[config.mk]
export PLATFORM = sky130hd
export DESIGN_NAME = ddr_cmd_engine
export DESIGN_NICKNAME = d
export VERILOG_FILES = /design/src/rtl/ddr_cmd_engine.sv
export SDC_FILE = /design/constraint.sdc
export NUM_CORES = 1
export LEC_CHECK = 0
export BUFFER_PORTS_ARGS = -buffer_cell sky130_fd_sc_hd__buf_2
export CAP_MARGIN = 0
export CELL_PAD_IN_SITES_DETAIL_PLACEMENT = 1
export CELL_PAD_IN_SITES_GLOBAL_PLACEMENT = 1
export CORE_UTILIZATION = 31
export DETAILED_ROUTE_END_ITERATION = 6
export PLACE_DENSITY = 0.77
export SLEW_MARGIN = 5
export SYNTH_ARGS = -nofsm -noshare
export SYNTH_HDL_FRONTEND = slang
export SYNTH_SLANG_ARGS = --single-unit
[constraint.sdc]
create_clock -name clk -period 2.2 [get_ports clk]
set_input_delay 0.55 -clock clk [delete_from_list [all_inputs] [get_ports clk]]
set_output_delay 0.55 -clock clk [all_outputs]
set_load 0.005 [all_outputs]
[src/rtl/ddr_cmd_engine.sv]
// Bridge-to-MIG command engine: single/burst 32-bit read/write over the 7-series native app interface.
// Optional macro RD_TIMEOUT_EN adds a read-return watchdog and a sticky rd_timeout output.
module ddr_cmd_engine #(
  parameter int unsigned ADDR_W     = 28,
  parameter int unsigned APP_DATA_W = 128
) (
  input  logic                      clk,
  input  logic                      resetn,
  input  logic                      cmd_vld,
  input  logic                      cmd,
  input  logic [31:0]               addr,
  input  logic [7:0]                blen,
  input  logic [31:0]               data_i,
  output logic                      wdata_next,
  output logic [7:0]                tg_state,
  output logic                      cmd_cmptd,
  output logic [31:0]               rdata,
  output logic                      rdata_vld,
  input  logic                      init_calib_complete,
  output logic                      app_en,
  output logic [2:0]                app_cmd,
  output logic [ADDR_W-1:0]         app_addr,
  input  logic                      app_rdy,
  output logic                      app_wdf_wren,
  output logic                      app_wdf_end,
  output logic [APP_DATA_W-1:0]     app_wdf_data,
  output logic [APP_DATA_W/8-1:0]   app_wdf_mask,
  input  logic                      app_wdf_rdy,
  input  logic [APP_DATA_W-1:0]     app_rd_data,
  input  logic                      app_rd_data_valid
`ifdef RD_TIMEOUT_EN
  ,
  output logic                      rd_timeout
`endif
);

  localparam int unsigned LANES  = APP_DATA_W / 32;
  localparam int unsigned MASK_W = APP_DATA_W / 8;
  localparam int unsigned CNT_W  = 9;
  localparam int unsigned TMO_W  = 16;

  localparam logic [2:0] CMD_WR = 3'b000;
  localparam logic [2:0] CMD_RD = 3'b001;

  // Write sub-phases: run the beat, pulse wdata_next, then sample the next data_i.
  localparam logic [1:0] WP_RUN  = 2'd0;
  localparam logic [1:0] WP_NEXT = 2'd1;
  localparam logic [1:0] WP_LOAD = 2'd2;

  typedef enum logic [7:0] {
    S_CALIB = 8'h01,
    S_IDLE  = 8'h02,
    S_WR    = 8'h04,
    S_RD    = 8'h20,
    S_DONE  = 8'h40
  } state_t;

  state_t                r_state, w_state_n;
  logic [31:0]           r_addr, w_addr_n;
  logic [31:0]           r_raddr, w_raddr_n;
  logic [7:0]            r_blen, w_blen_n;
  logic [7:0]            r_bcnt, w_bcnt_n;
  logic [CNT_W-1:0]      r_icnt, w_icnt_n;
  logic [CNT_W-1:0]      r_rcnt, w_rcnt_n;
  logic [1:0]            r_wphase, w_wphase_n;
  logic                  r_app_en, w_app_en_n;
  logic [2:0]            r_app_cmd, w_app_cmd_n;
  logic [ADDR_W-1:0]     r_app_addr, w_app_addr_n;
  logic                  r_wren, w_wren_n;
  logic [APP_DATA_W-1:0] r_wdf_data, w_wdf_data_n;
  logic [MASK_W-1:0]     r_wdf_mask, w_wdf_mask_n;
  logic                  r_wdata_next, w_wdata_next_n;
  logic                  r_cmptd, w_cmptd_n;
  logic [31:0]           r_rdata, w_rdata_n;
  logic                  r_rdata_vld, w_rdata_vld_n;
`ifdef RD_TIMEOUT_EN
  logic [TMO_W-1:0]      r_tmo, w_tmo_n;
  logic                  r_rd_timeout, w_rd_timeout_n;
`endif

  logic [31:0] w_addr_inc;
  logic [31:0] w_raddr_inc;
  assign w_addr_inc  = r_addr + 32'd4;
  assign w_raddr_inc = r_raddr + 32'd4;

  // app_addr is the byte address halved with the 128-bit column bits cleared.
  function automatic logic [ADDR_W-1:0] f_app_addr(input logic [ADDR_W-4:0] hi);
    f_app_addr = {hi, 3'b000};
  endfunction

  function automatic logic [MASK_W-1:0] f_mask(input logic [1:0] lane);
    f_mask = '1;
    for (int l = 0; l < LANES; l++)
      if (lane == 2'(l)) f_mask[l*4 +: 4] = 4'h0;
  endfunction

  function automatic logic [31:0] f_lane(input logic [APP_DATA_W-1:0] d, input logic [1:0] lane);
    f_lane = '0;
    for (int l = 0; l < LANES; l++)
      if (lane == 2'(l)) f_lane = d[l*32 +: 32];
  endfunction

  // State and registered outputs.
  always_ff @(posedge clk) begin
    if (!resetn) begin
      r_state      <= S_CALIB;
      r_addr       <= '0;
      r_raddr      <= '0;
      r_blen       <= '0;
      r_bcnt       <= '0;
      r_icnt       <= '0;
      r_rcnt       <= '0;
      r_wphase     <= WP_RUN;
      r_app_en     <= 1'b0;
      r_app_cmd    <= 3'b000;
      r_app_addr   <= '0;
      r_wren       <= 1'b0;
      r_wdf_data   <= '0;
      r_wdf_mask   <= '0;
      r_wdata_next <= 1'b0;
      r_cmptd      <= 1'b0;
      r_rdata      <= '0;
      r_rdata_vld  <= 1'b0;
`ifdef RD_TIMEOUT_EN
      r_tmo        <= '0;
      r_rd_timeout <= 1'b0;
`endif
    end else begin
      r_state      <= w_state_n;
      r_addr       <= w_addr_n;
      r_raddr      <= w_raddr_n;
      r_blen       <= w_blen_n;
      r_bcnt       <= w_bcnt_n;
      r_icnt       <= w_icnt_n;
      r_rcnt       <= w_rcnt_n;
      r_wphase     <= w_wphase_n;
      r_app_en     <= w_app_en_n;
      r_app_cmd    <= w_app_cmd_n;
      r_app_addr   <= w_app_addr_n;
      r_wren       <= w_wren_n;
      r_wdf_data   <= w_wdf_data_n;
      r_wdf_mask   <= w_wdf_mask_n;
      r_wdata_next <= w_wdata_next_n;
      r_cmptd      <= w_cmptd_n;
      r_rdata      <= w_rdata_n;
      r_rdata_vld  <= w_rdata_vld_n;
`ifdef RD_TIMEOUT_EN
      r_tmo        <= w_tmo_n;
      r_rd_timeout <= w_rd_timeout_n;
`endif
    end
  end

  // Next-state and next-output logic.
  always_comb begin
    w_state_n      = r_state;
    w_addr_n       = r_addr;
    w_raddr_n      = r_raddr;
    w_blen_n       = r_blen;
    w_bcnt_n       = r_bcnt;
    w_icnt_n       = r_icnt;
    w_rcnt_n       = r_rcnt;
    w_wphase_n     = r_wphase;
    w_app_en_n     = r_app_en;
    w_app_cmd_n    = r_app_cmd;
    w_app_addr_n   = r_app_addr;
    w_wren_n       = r_wren;
    w_wdf_data_n   = r_wdf_data;
    w_wdf_mask_n   = r_wdf_mask;
    w_wdata_next_n = 1'b0;
    w_cmptd_n      = 1'b0;
    w_rdata_n      = r_rdata;
    w_rdata_vld_n  = 1'b0;
`ifdef RD_TIMEOUT_EN
    w_tmo_n        = r_tmo;
    w_rd_timeout_n = r_rd_timeout;
`endif

    case (r_state)
      S_CALIB: begin
        if (init_calib_complete) begin
          w_state_n = S_IDLE;
          w_cmptd_n = 1'b1;
        end
      end

      S_IDLE: begin
        if (!init_calib_complete) begin
          w_state_n = S_CALIB;
        end else if (cmd_vld) begin
          w_addr_n     = addr;
          w_raddr_n    = addr;
          w_blen_n     = blen;
          w_bcnt_n     = '0;
          w_icnt_n     = '0;
          w_rcnt_n     = '0;
          w_wphase_n   = WP_RUN;
          w_app_en_n   = 1'b1;
          w_app_addr_n = f_app_addr(addr[ADDR_W:4]);
`ifdef RD_TIMEOUT_EN
          w_tmo_n      = '0;
`endif
          if (cmd) begin
            w_state_n    = S_WR;
            w_app_cmd_n  = CMD_WR;
            w_wren_n     = 1'b1;
            w_wdf_data_n = {LANES{data_i}};
            w_wdf_mask_n = f_mask(addr[3:2]);
          end else begin
            w_state_n    = S_RD;
            w_app_cmd_n  = CMD_RD;
          end
        end
      end

      S_WR: begin
        case (r_wphase)
          WP_RUN: begin
            // Command and data halves retire independently; the beat ends when both have gone.
            w_app_en_n = r_app_en & ~app_rdy;
            w_wren_n   = r_wren & ~app_wdf_rdy;
            if (!w_app_en_n && !w_wren_n) begin
              if (r_bcnt == r_blen) begin
                w_state_n = S_DONE;
              end else begin
                w_bcnt_n       = r_bcnt + 8'd1;
                w_addr_n       = w_addr_inc;
                w_wdata_next_n = 1'b1;
                w_wphase_n     = WP_NEXT;
              end
            end
          end
          WP_NEXT: w_wphase_n = WP_LOAD;
          default: begin
            w_wphase_n   = WP_RUN;
            w_app_en_n   = 1'b1;
            w_wren_n     = 1'b1;
            w_app_addr_n = f_app_addr(r_addr[ADDR_W:4]);
            w_wdf_data_n = {LANES{data_i}};
            w_wdf_mask_n = f_mask(r_addr[3:2]);
          end
        endcase
      end

      S_RD: begin
        if (r_app_en && app_rdy) begin
          w_icnt_n     = r_icnt + CNT_W'(1);
          w_addr_n     = w_addr_inc;
          w_app_addr_n = f_app_addr(w_addr_inc[ADDR_W:4]);
          if (r_icnt == CNT_W'(r_blen)) w_app_en_n = 1'b0;
        end
        if (app_rd_data_valid) begin
          w_rdata_n     = f_lane(app_rd_data, r_raddr[3:2]);
          w_rdata_vld_n = 1'b1;
          w_raddr_n     = w_raddr_inc;
          w_rcnt_n      = r_rcnt + CNT_W'(1);
`ifdef RD_TIMEOUT_EN
          w_tmo_n       = '0;
`endif
          if (r_rcnt == CNT_W'(r_blen)) begin
            w_state_n  = S_DONE;
            w_app_en_n = 1'b0;
          end
        end
`ifdef RD_TIMEOUT_EN
        else if (r_tmo == {TMO_W{1'b1}}) begin
          w_state_n      = S_DONE;
          w_app_en_n     = 1'b0;
          w_rd_timeout_n = 1'b1;
        end else begin
          w_tmo_n = r_tmo + TMO_W'(1);
        end
`endif
      end

      S_DONE: begin
        w_state_n  = S_IDLE;
        w_cmptd_n  = 1'b1;
        w_app_en_n = 1'b0;
        w_wren_n   = 1'b0;
        w_wphase_n = WP_RUN;
      end

      default: begin
        w_state_n  = S_CALIB;
        w_app_en_n = 1'b0;
        w_wren_n   = 1'b0;
      end
    endcase
  end

  assign tg_state     = r_state;
  assign app_en       = r_app_en;
  assign app_cmd      = r_app_cmd;
  assign app_addr     = r_app_addr;
  assign app_wdf_wren = r_wren;
  assign app_wdf_end  = r_wren;
  assign app_wdf_data = r_wdf_data;
  assign app_wdf_mask = r_wdf_mask;
  assign wdata_next   = r_wdata_next;
  assign cmd_cmptd    = r_cmptd;
  assign rdata        = r_rdata;
  assign rdata_vld    = r_rdata_vld;
`ifdef RD_TIMEOUT_EN
  assign rd_timeout   = r_rd_timeout;
`endif

endmodule

Word-level counts from Yosys, hierarchy flattened --
Index checks and enable logic that the tools add are counted.
Word-level totals: register bits after elaboration 320, word-level logic and storage cells 173, output and inout port bits 221
Operators by class: reductions and logical operators 28, mux-type cells 82, equal/unequal tests 34, bitwise operators 6, add/subtract/negate cells 5
Operators by type and width (count):
- 128-bit 2-to-1 mux | 4
- 32-bit 2-to-1 mux | 11
- 128-bit case mux with 2 select lines | 1
- 28-bit 2-to-1 mux | 4
- 8-bit 2-to-1 mux | 13
- 32-bit case mux with 3 select lines | 1
- 28-bit case mux with 3 select lines | 1
- 32-bit by 3-bit adder with 32-bit output (second input constant) | 2
- 16-bit 2-to-1 mux | 4
- 32-bit case mux with 2 select lines | 1
- 8-bit case mux with 5 select lines | 1
- 9-bit 2-to-1 mux | 4
- 9-bit case mux with 2 select lines | 2
- 4-bit 2-to-1 mux | 8
- 16-bit case mux with 2 select lines | 1
- 2-bit inequality test (second input constant) | 13
- 5-bit AND reduction | 4
- 9-bit by 1-bit adder with 9-bit output (second input constant) | 2
- 9-bit by 8-bit == test with 1-bit output | 2
- 8-bit case mux with 2 select lines | 1
- 4-bit AND reduction | 4
- 7-bit AND reduction | 2
- 1-bit 2-to-1 mux | 13
- 2-bit == test (second input constant) | 6
- other kinds (27) | 50

Longest topological paths before layout --
Gate-level depths: netlist (run 1).
word-level depth 7, depth in mapped cells 9, depth with buffers taken out 7

Worst setup path after synthesis (run 1) --
No wires, ideal clock.
path type register to register, start point register r_state[6] (netlist: tg_state[6]), end point register r_addr[14], slack -174 ps, stages on the path, launching flop included 8, required time 2108 ps, arrival 2282 ps, path through dfxtp_1 > buf_6 > or4_4 > or3_4 > a221oi_4 > nand2_4 > buf_6 > o32ai_1
On the way: cells in the longest elaborated chain, start to end 3, elaborated cells on any way between the ends 12, classes of those cells eq/ne: 9; mux: 1; reduce/logical: 2
Ends and longest elaborated chain:
- from (decl) | line 58 | state_t r_state, w_state_n;
- from (signal assigned) | line 129 | r_state <= w_state_n;
- 8-bit by 6-bit == test with 1-bit output (tied with other cells) | line 179 | case (r_state)
- 2-bit inequality test (no source line) or 3-bit nonzero test (tied branches)
- 7-bit AND reduction (no source line)
- to (signal assigned) | line 130 | r_addr <= w_addr_n;
- to (decl) | line 59 | logic [31:0] r_addr, w_addr_n;
Parallel ways exist; a longest one is shown, timed or not. A chain may end at the register's enable or synchronous reset.

Final worst setup path (run 1) --
start point register r_state[0] (netlist: tg_state[0]), end point register r_addr[3]
Same word-level chain as after synthesis.

==> results of run 1 <==
layout by cell type, fill, tap and decap left out, types with 13 or more instances in the layout:
| master | count |
|---|---|
| a211oi_1 | 40 |
| a21oi_1 | 128 |
| a221oi_1 | 38 |
| a31oi_1 | 13 |
| buf_12 | 16 |
| buf_2 | 415 |
| buf_4 | 98 |
| clkbuf_16 | 19 |
| dfxtp_1 | 167 |
| inv_1 | 17 |
| nand2_1 | 174 |
| nand3_1 | 25 |
| nand4_1 | 24 |
| nor2_1 | 66 |
| nor2b_1 | 35 |
| nor3_1 | 47 |
| o21ai_0 | 49 |
| xnor2_1 | 18 |
power breakdown:
part,internal [W],switching [W],leakage (nW)
sequential,0.00316,0.0000927,1.36
combinational,0.000768,0.000941,4.32
clock,0.00197,0.00139,0.307
total,0.00591,0.00242,5.99
repair_timing:
item	4_1_cts	5_1_grt
pin swaps	6	24
setup endpoints to repair	55	110
setup buffers	6	5
cloned	5	2
hold buffers	0	0
resized for setup	29	61
layer usage:
layer / GRT usage / up-vias
li1: - / 5425
met1: 0.273 / 5592
met2: 0.437 / 465
met3: 0.0465 / 75
met4: 0.0660 / 0
met5: 0 / -
area by class of cell:
type                            instances  area share
Inverter                               18     0.00504
Clock buffer                           19      0.0326
Clock inverter                         13      0.0138
Sequential cell                       169       0.244
Timing Repair Buffer                  541       0.241
Tap cell                              435      0.0392
Multi-Input combinational cell        920       0.424
Antenna cell                            1    0.000180
worst max-delay path, cell delays in order (launching register included):
cell and delay (ns):
dfxtp_2 0.32, or4_4 0.55, or3_4 0.40, buf_6 0.13, a221oi_4 0.33, buf_6 0.19
a21oi_1 0.08, a311oi_1 0.26
flip-flops by register name, indices dropped and copies added (netlist names), 2 cells and up:
signal / count
r_wphase: 2
app_wdf_mask: 4
r_blen: 8
r_bcnt: 8
app_addr: 25
app_wdf_data: 32
rdata: 32
tg_state: 5
r_addr: 27
r_icnt: 9
r_rcnt: 9
r_raddr: 2
worst paths after layout:
kind | start | to | slack (ns) | depth (start not counted)
worst max register to register | tg_state[0] | r_addr[3] | -0.17 | 7
worst min register to register | app_wdf_data[115] | app_wdf_data[115] | 0.49 | 2
worst max-delay path | tg_state[0] | r_addr[3] | -0.17 | 7
worst min-delay path | data_i[15] | app_wdf_data[111] | 0.34 | 3
per-stage QoR:
step / TNS, ns / instances / power, W
floorplan: -3.09 / 1326 / 0.00413
global placement: -4.50 / 2067 / 0.00478
detailed placement: -6.61 / 2067 / 0.00482
CTS: -5.13 / 2110 / 0.00828
global route: -9.55 / 2116 / 0.00867
finish: -5.92 / 2116 / 0.00833
cell families after synthesis:
kind of cell               count (synthesis)  share of synthesized area
and+or+nand+nor                          450                      0.215
other                                      1                   0.000369
muxes                                      2                    0.00197
AOI/OAI and AO/OA                        421                      0.280
DFF                                      169                      0.333
xor gates and xnor gates                  28                     0.0241
buffers and inverters                    237                      0.133
adders and majority gates                 11                     0.0136
==> summary.txt, run 1 <==
Clock network
  • H-tree Lvls: 4
  • Sink Count: 169
  • Total CTS buffers: 17
  • CTS tree: yes
  • CTS root buffer: clkbuf_16
  • Clock buffer depth: 2
  • Skew-Pair Late Insertion Delay: 0.45 ns
  • Clock transition at the registers of the reported paths: ~0.070 ns

Routing
  • Met1 WL: 16700 um
  • Pre-antenna DRT Iters: 4
  • Max layer used: met4
  • Drt via density: 5.46
  • Wire per inst: 19.7 um
  • DRC: 0
  • Initial DRC Count: 681
  • DR vias: approximately 12k
  • Met2 Routed Length: 21500 um
  • Final wirelength: approximately 42000 um
  • Routed Antenna Nets: 0
  • Metal3 WL: 2570 um

Timing
  • Final setup fails: 51
  • Tcrit/Tclk final: 1.08
  • Hold slack: 0.337 ns
  • RSZ-0062 raised after global routing: true
  • Max_slew headroom: 0.348
  • Final WS setup: -0.169 ns
  • Fin. Hold Viols: 0
  • Final Critical Period: about 2.4 ns
  • Max-slew violation count: 0
  • Fmax: around 420 MHz
  • Fin Clk Skew: 0.0118 ns
  • Slew @ Worst Pin: 0.971 ns

Placement
  • HPWL after DPL: 29000 um
  • Port Buffers: between 400 and 500
  • RD Place Congestion: around 0.9
  • Place WS: -0.218 ns
  • Placed Area: 12600 um^2

Cells and area
  • Register area: 3390 um^2
  • Final core occ: 0.436
  • Nets: 1886
  • Multi-input gate area: 5900 um^2
  • Post-route cell area: 13900 um^2
  • Layout area overhead: 36.8%
  • Proportion of layout cells with a drive suffix above 1: 0.388
  • Fill count: 3932

Floorplanning
  • Chip height: 183 um
  • Die area: 33500 um^2
  • Die width: 183 um
  • # rows: 65
  • Core Footprint: 31900 um^2
  • Initial core utilization: 0.319
  • Top-Level Pins: 429

Pwr
  • Peak VDD IR: 551 uV
  • Power per cell area: 599 nW/um^2
  • Leak: 5.99 nW

Synth
  • Synth area leaders: dfxtp_1 33%, buf_4 8.6%, a21oi_1 6.8%, nand2_1 6.4%, clkbuf_1 3.5%
  • Asr flop ratio synth: 0
  • Synth warnings: 0
  • Leading area contributor after synthesis: dfxtp_1
  • Cell area after synthesis: 10200 um^2
  • Synth unique cells: 69
  • Yosys reg bits: 169
  • Primary FF master, synth: dfxtp_1
  • Post-Synthesis Cells: 1319
  • Number of synthesized flops with an enable pin: 0
  • Sequential element share of the synthesized area: 0.333
  • Cell with the most instances after synthesis: nand2_1
  • Synth cell count leaders: 174 x nand2_1, 169 x dfxtp_1, 137 x a21oi_1
  • Synth Area per Inst: 7.70 um^2
  • Share of the synthesized area in the top cell type: 0.333

Run status
  • Failing checks: negative setup slack
  • Status: complete, but fails checks

Min path
  • Hold Path Class: in2reg

Critical path
  • Setup crit start kind: register
  • Crit end category: register
  • WS Path Type: reg2reg
  • Arr. time, crit path: 2.71 ns
  • CP Max Fanout: 6
  • Required @ worst endpoint: approximately 2.5 ns

GRT
  • Tot GR Track Use: 0.236
  • Grt ovf: 0
  • Pin count of the biggest net entering global routing: 65
  • Initial antenna violation count: 1
  • First-pass GRT wire length: 62700 um
  • Via count of the first global-routing pass: 11.6k

Run
  • MaxCap Viol Count: 0
No activity file was read; power rests on OpenSTA's default activity.
==> inputs of run 2 (changes only) <==
--- a/config.mk
+++ b/config.mk
@@ -12,6 +12,7 @@
 export CORE_UTILIZATION = 31
 export DETAILED_ROUTE_END_ITERATION = 6
 export PLACE_DENSITY = 0.77
+export RECOVER_POWER = 100
 export SLEW_MARGIN = 5
 export SYNTH_ARGS = -nofsm -noshare
 export SYNTH_HDL_FRONTEND = slang
==> summary.txt, run 2 (synthesis results as in run 1) <==
Routing
  • Routed Antenna Nets: 0
  • Wire per inst: 19.8 um
  • Final wirelength: around 42000 um
  • DR vias: 11.5k
  • Drt via density: 5.44
  • Initial DRC Count: 684
  • Pre-antenna DRT Iters: 5
  • DRC: 0

Pwr
  • Sequential Power Share: 0.392
  • Clock power frac: 0.404
  • Power per cell area: roughly 600 nW/um^2
  • Peak VDD IR: 550 uV
  • Sw power: ~0.0024 W
  • Sw Ratio: 0.291
  • Leak: between 5 and 6 nW
  • Internal Power: 0.00589 W
  • Combinational power share: 0.204

Timing
  • Max-slew violation count: 0
  • Fin Clk Skew: 0.0121 ns
  • Max_slew headroom: 0.337
  • Setup TNS: -5.56 ns
  • Final setup fails: 51
  • Fmax: 423 MHz
  • Fin. Hold Viols: 0
  • Tcrit/Tclk final: 1.08
  • Final WS setup: -0.165 ns
  • RSZ-0062 raised after global routing: true
  • Slew @ Worst Pin: 0.988 ns
  • Final Critical Period: roughly 2.4 ns

Critical path
  • CP Max Fanout: 6
  • R2R Setup Slk: -0.17 ns
  • Worst Setup EP: r_addr[12]
  • WS Path Type: reg2reg
  • Reg2reg start: tg_state[0]
  • Crit end category: register
  • CP peak stage delay: between 0.5 and 0.6 ns
  • R2r worst-path depth: 7
  • Required @ worst endpoint: about 2.5 ns
  • R2R Path End: r_addr[12]
  • Slowest-stage cell, CP: or4_4
  • Setup crit start kind: register
  • Crit-path cells: or4_4 > or3_4 > buf_6 > a221oi_4 > buf_6 > a311oi_2 > a31o_2
  • Critical Path Source: tg_state[0]
  • CP dominant cell by count: buf_6
  • Arr. time, crit path: 2.70 ns

Run status
  • Status: complete, but fails checks
  • Failing checks: negative setup slack

Placement
  • RD Place Congestion: roughly 0.9
  • Placed insts: 2067
  • Port Buffers: 415
  • HPWL after DPL: 29000 um

Clock network
  • CTS tree: yes
  • Sink Count: ~170
  • CTS root buffer: clkbuf_16
  • Total CTS buffers: 17
  • Clock buffer depth: 2
  • Clock transition at the registers of the reported paths: 0.07 ns
  • Skew-Pair Late Insertion Delay: between 0.4 and 0.5 ns
  • H-tree Lvls: 4

GRT
  • Initial antenna violation count: 1
  • Tot GR Track Use: 0.236
  • Pin count of the biggest net entering global routing: 65
  • Via count of the first global-routing pass: between 10k and 15k
  • Grt ovf: 0
  • First-pass GRT wire length: 62700 um

Cells and area
  • Fill count: between 3k and 4k
  • Leading cell types in the layout, fill and taps excluded: 305 x buf_2, 174 x nand2_1, 167 x dfxtp_1, 128 x a21oi_1, 111 x clkbuf_1
  • Register area: 3390 um^2
  • Multi-input gate area: 5900 um^2
  • Most common cell after layout, fill and taps aside: buf_2
  • Proportion of layout cells with a drive suffix above 1: 0.321
  • Nets: 1886
  • Layout area overhead: 35.4%
  • Post-Layout Cell Count: roughly 2.1k

Floorplanning
  • # rows: 65
  • Die width: 183 um
  • Core Footprint: 31900 um^2
  • Chip height: around 180 um
  • Top-Level Pins: between 400 and 500
  • Die area: 33500 um^2
  • Initial core utilization: 0.319

Run
  • MaxCap Viol Count: 0

Min path
  • Hold Path Class: in2reg
run 2: worst min path at each step:
stage	startpoint	to	slack [ns]	cells after the start
floorplan	r_rcnt[8]	r_rcnt[8]	0.45	2
global placement	r_icnt[8]	r_icnt[8]	0.47	2
detailed placement	app_wdf_data[107]	app_wdf_data[107]	0.49	2
CTS	data_i[15]	app_wdf_data[111]	0.32	3
global route	data_i[13]	app_wdf_data[109]	0.33	3
finish	data_i[15]	app_wdf_data[111]	0.34	3
run 2: area by class of cell:
class,count,area share
antenna,1,0.000182
clock buffer,19,0.0329
inverter,18,0.00509
multi-input combinational,920,0.429
clock inverter,13,0.0139
tap,435,0.0396
sequential,169,0.246
timing repair buffer,541,0.233
run 2: per-layer routing:
layer,share of wire,up-vias,global-route usage
met3,0.059,74,0.0465
met1,0.40,5580,0.273
met2,0.51,440,0.437
met5,0,-,0
li1,-,5419,-
met4,0.025,0,0.0660
run 2: what timing repair did:
item	in CTS	in global routing
gates resized for setup	29	61
hold buffers	0	0
endpoints found under the setup margin	55	110
setup buffers	6	5
cloned	5	2
pin swaps	6	24
run 2: power by group through the flow:
stage | clock network (W) | logic [W] | registers [W]
finish | 0.00336 | 0.00169 | 0.00326
global route | 0.00354 | 0.00184 | 0.00327
CTS | 0.00341 | 0.00162 | 0.00325
detailed placement | 0 | 0.00151 | 0.00332
global placement | 0 | 0.00146 | 0.00331
floorplan | 0 | 0.000824 | 0.00331
run 2: worst max-delay path, delay by kind of cell, from the launching register on:
| family | cells | cell delay, ns |
|---|---|---|
| buffers and inverters | 2 | 0.32 |
| flip-flops | 1 | 0.32 |
| AND/OR/NAND/NOR | 2 | 0.95 |
| AO/OA/AOI/OAI | 3 | 0.66 |
run 2: stage by stage:
step	utilization	setup slack [ns]	power (W)	area, um^2	hold slack, ns
after detailed placement	0.395	-0.218	0.00482	12600	0.489
after floorplan	-	-0.150	0.00413	10200	0.453
after CTS	0.425	-0.143	0.00828	13600	0.324
after global placement	0.395	-0.188	0.00478	12600	0.468
after global routing	0.431	-0.222	0.00865	13800	0.328
final	0.431	-0.165	0.00832	13800	0.338
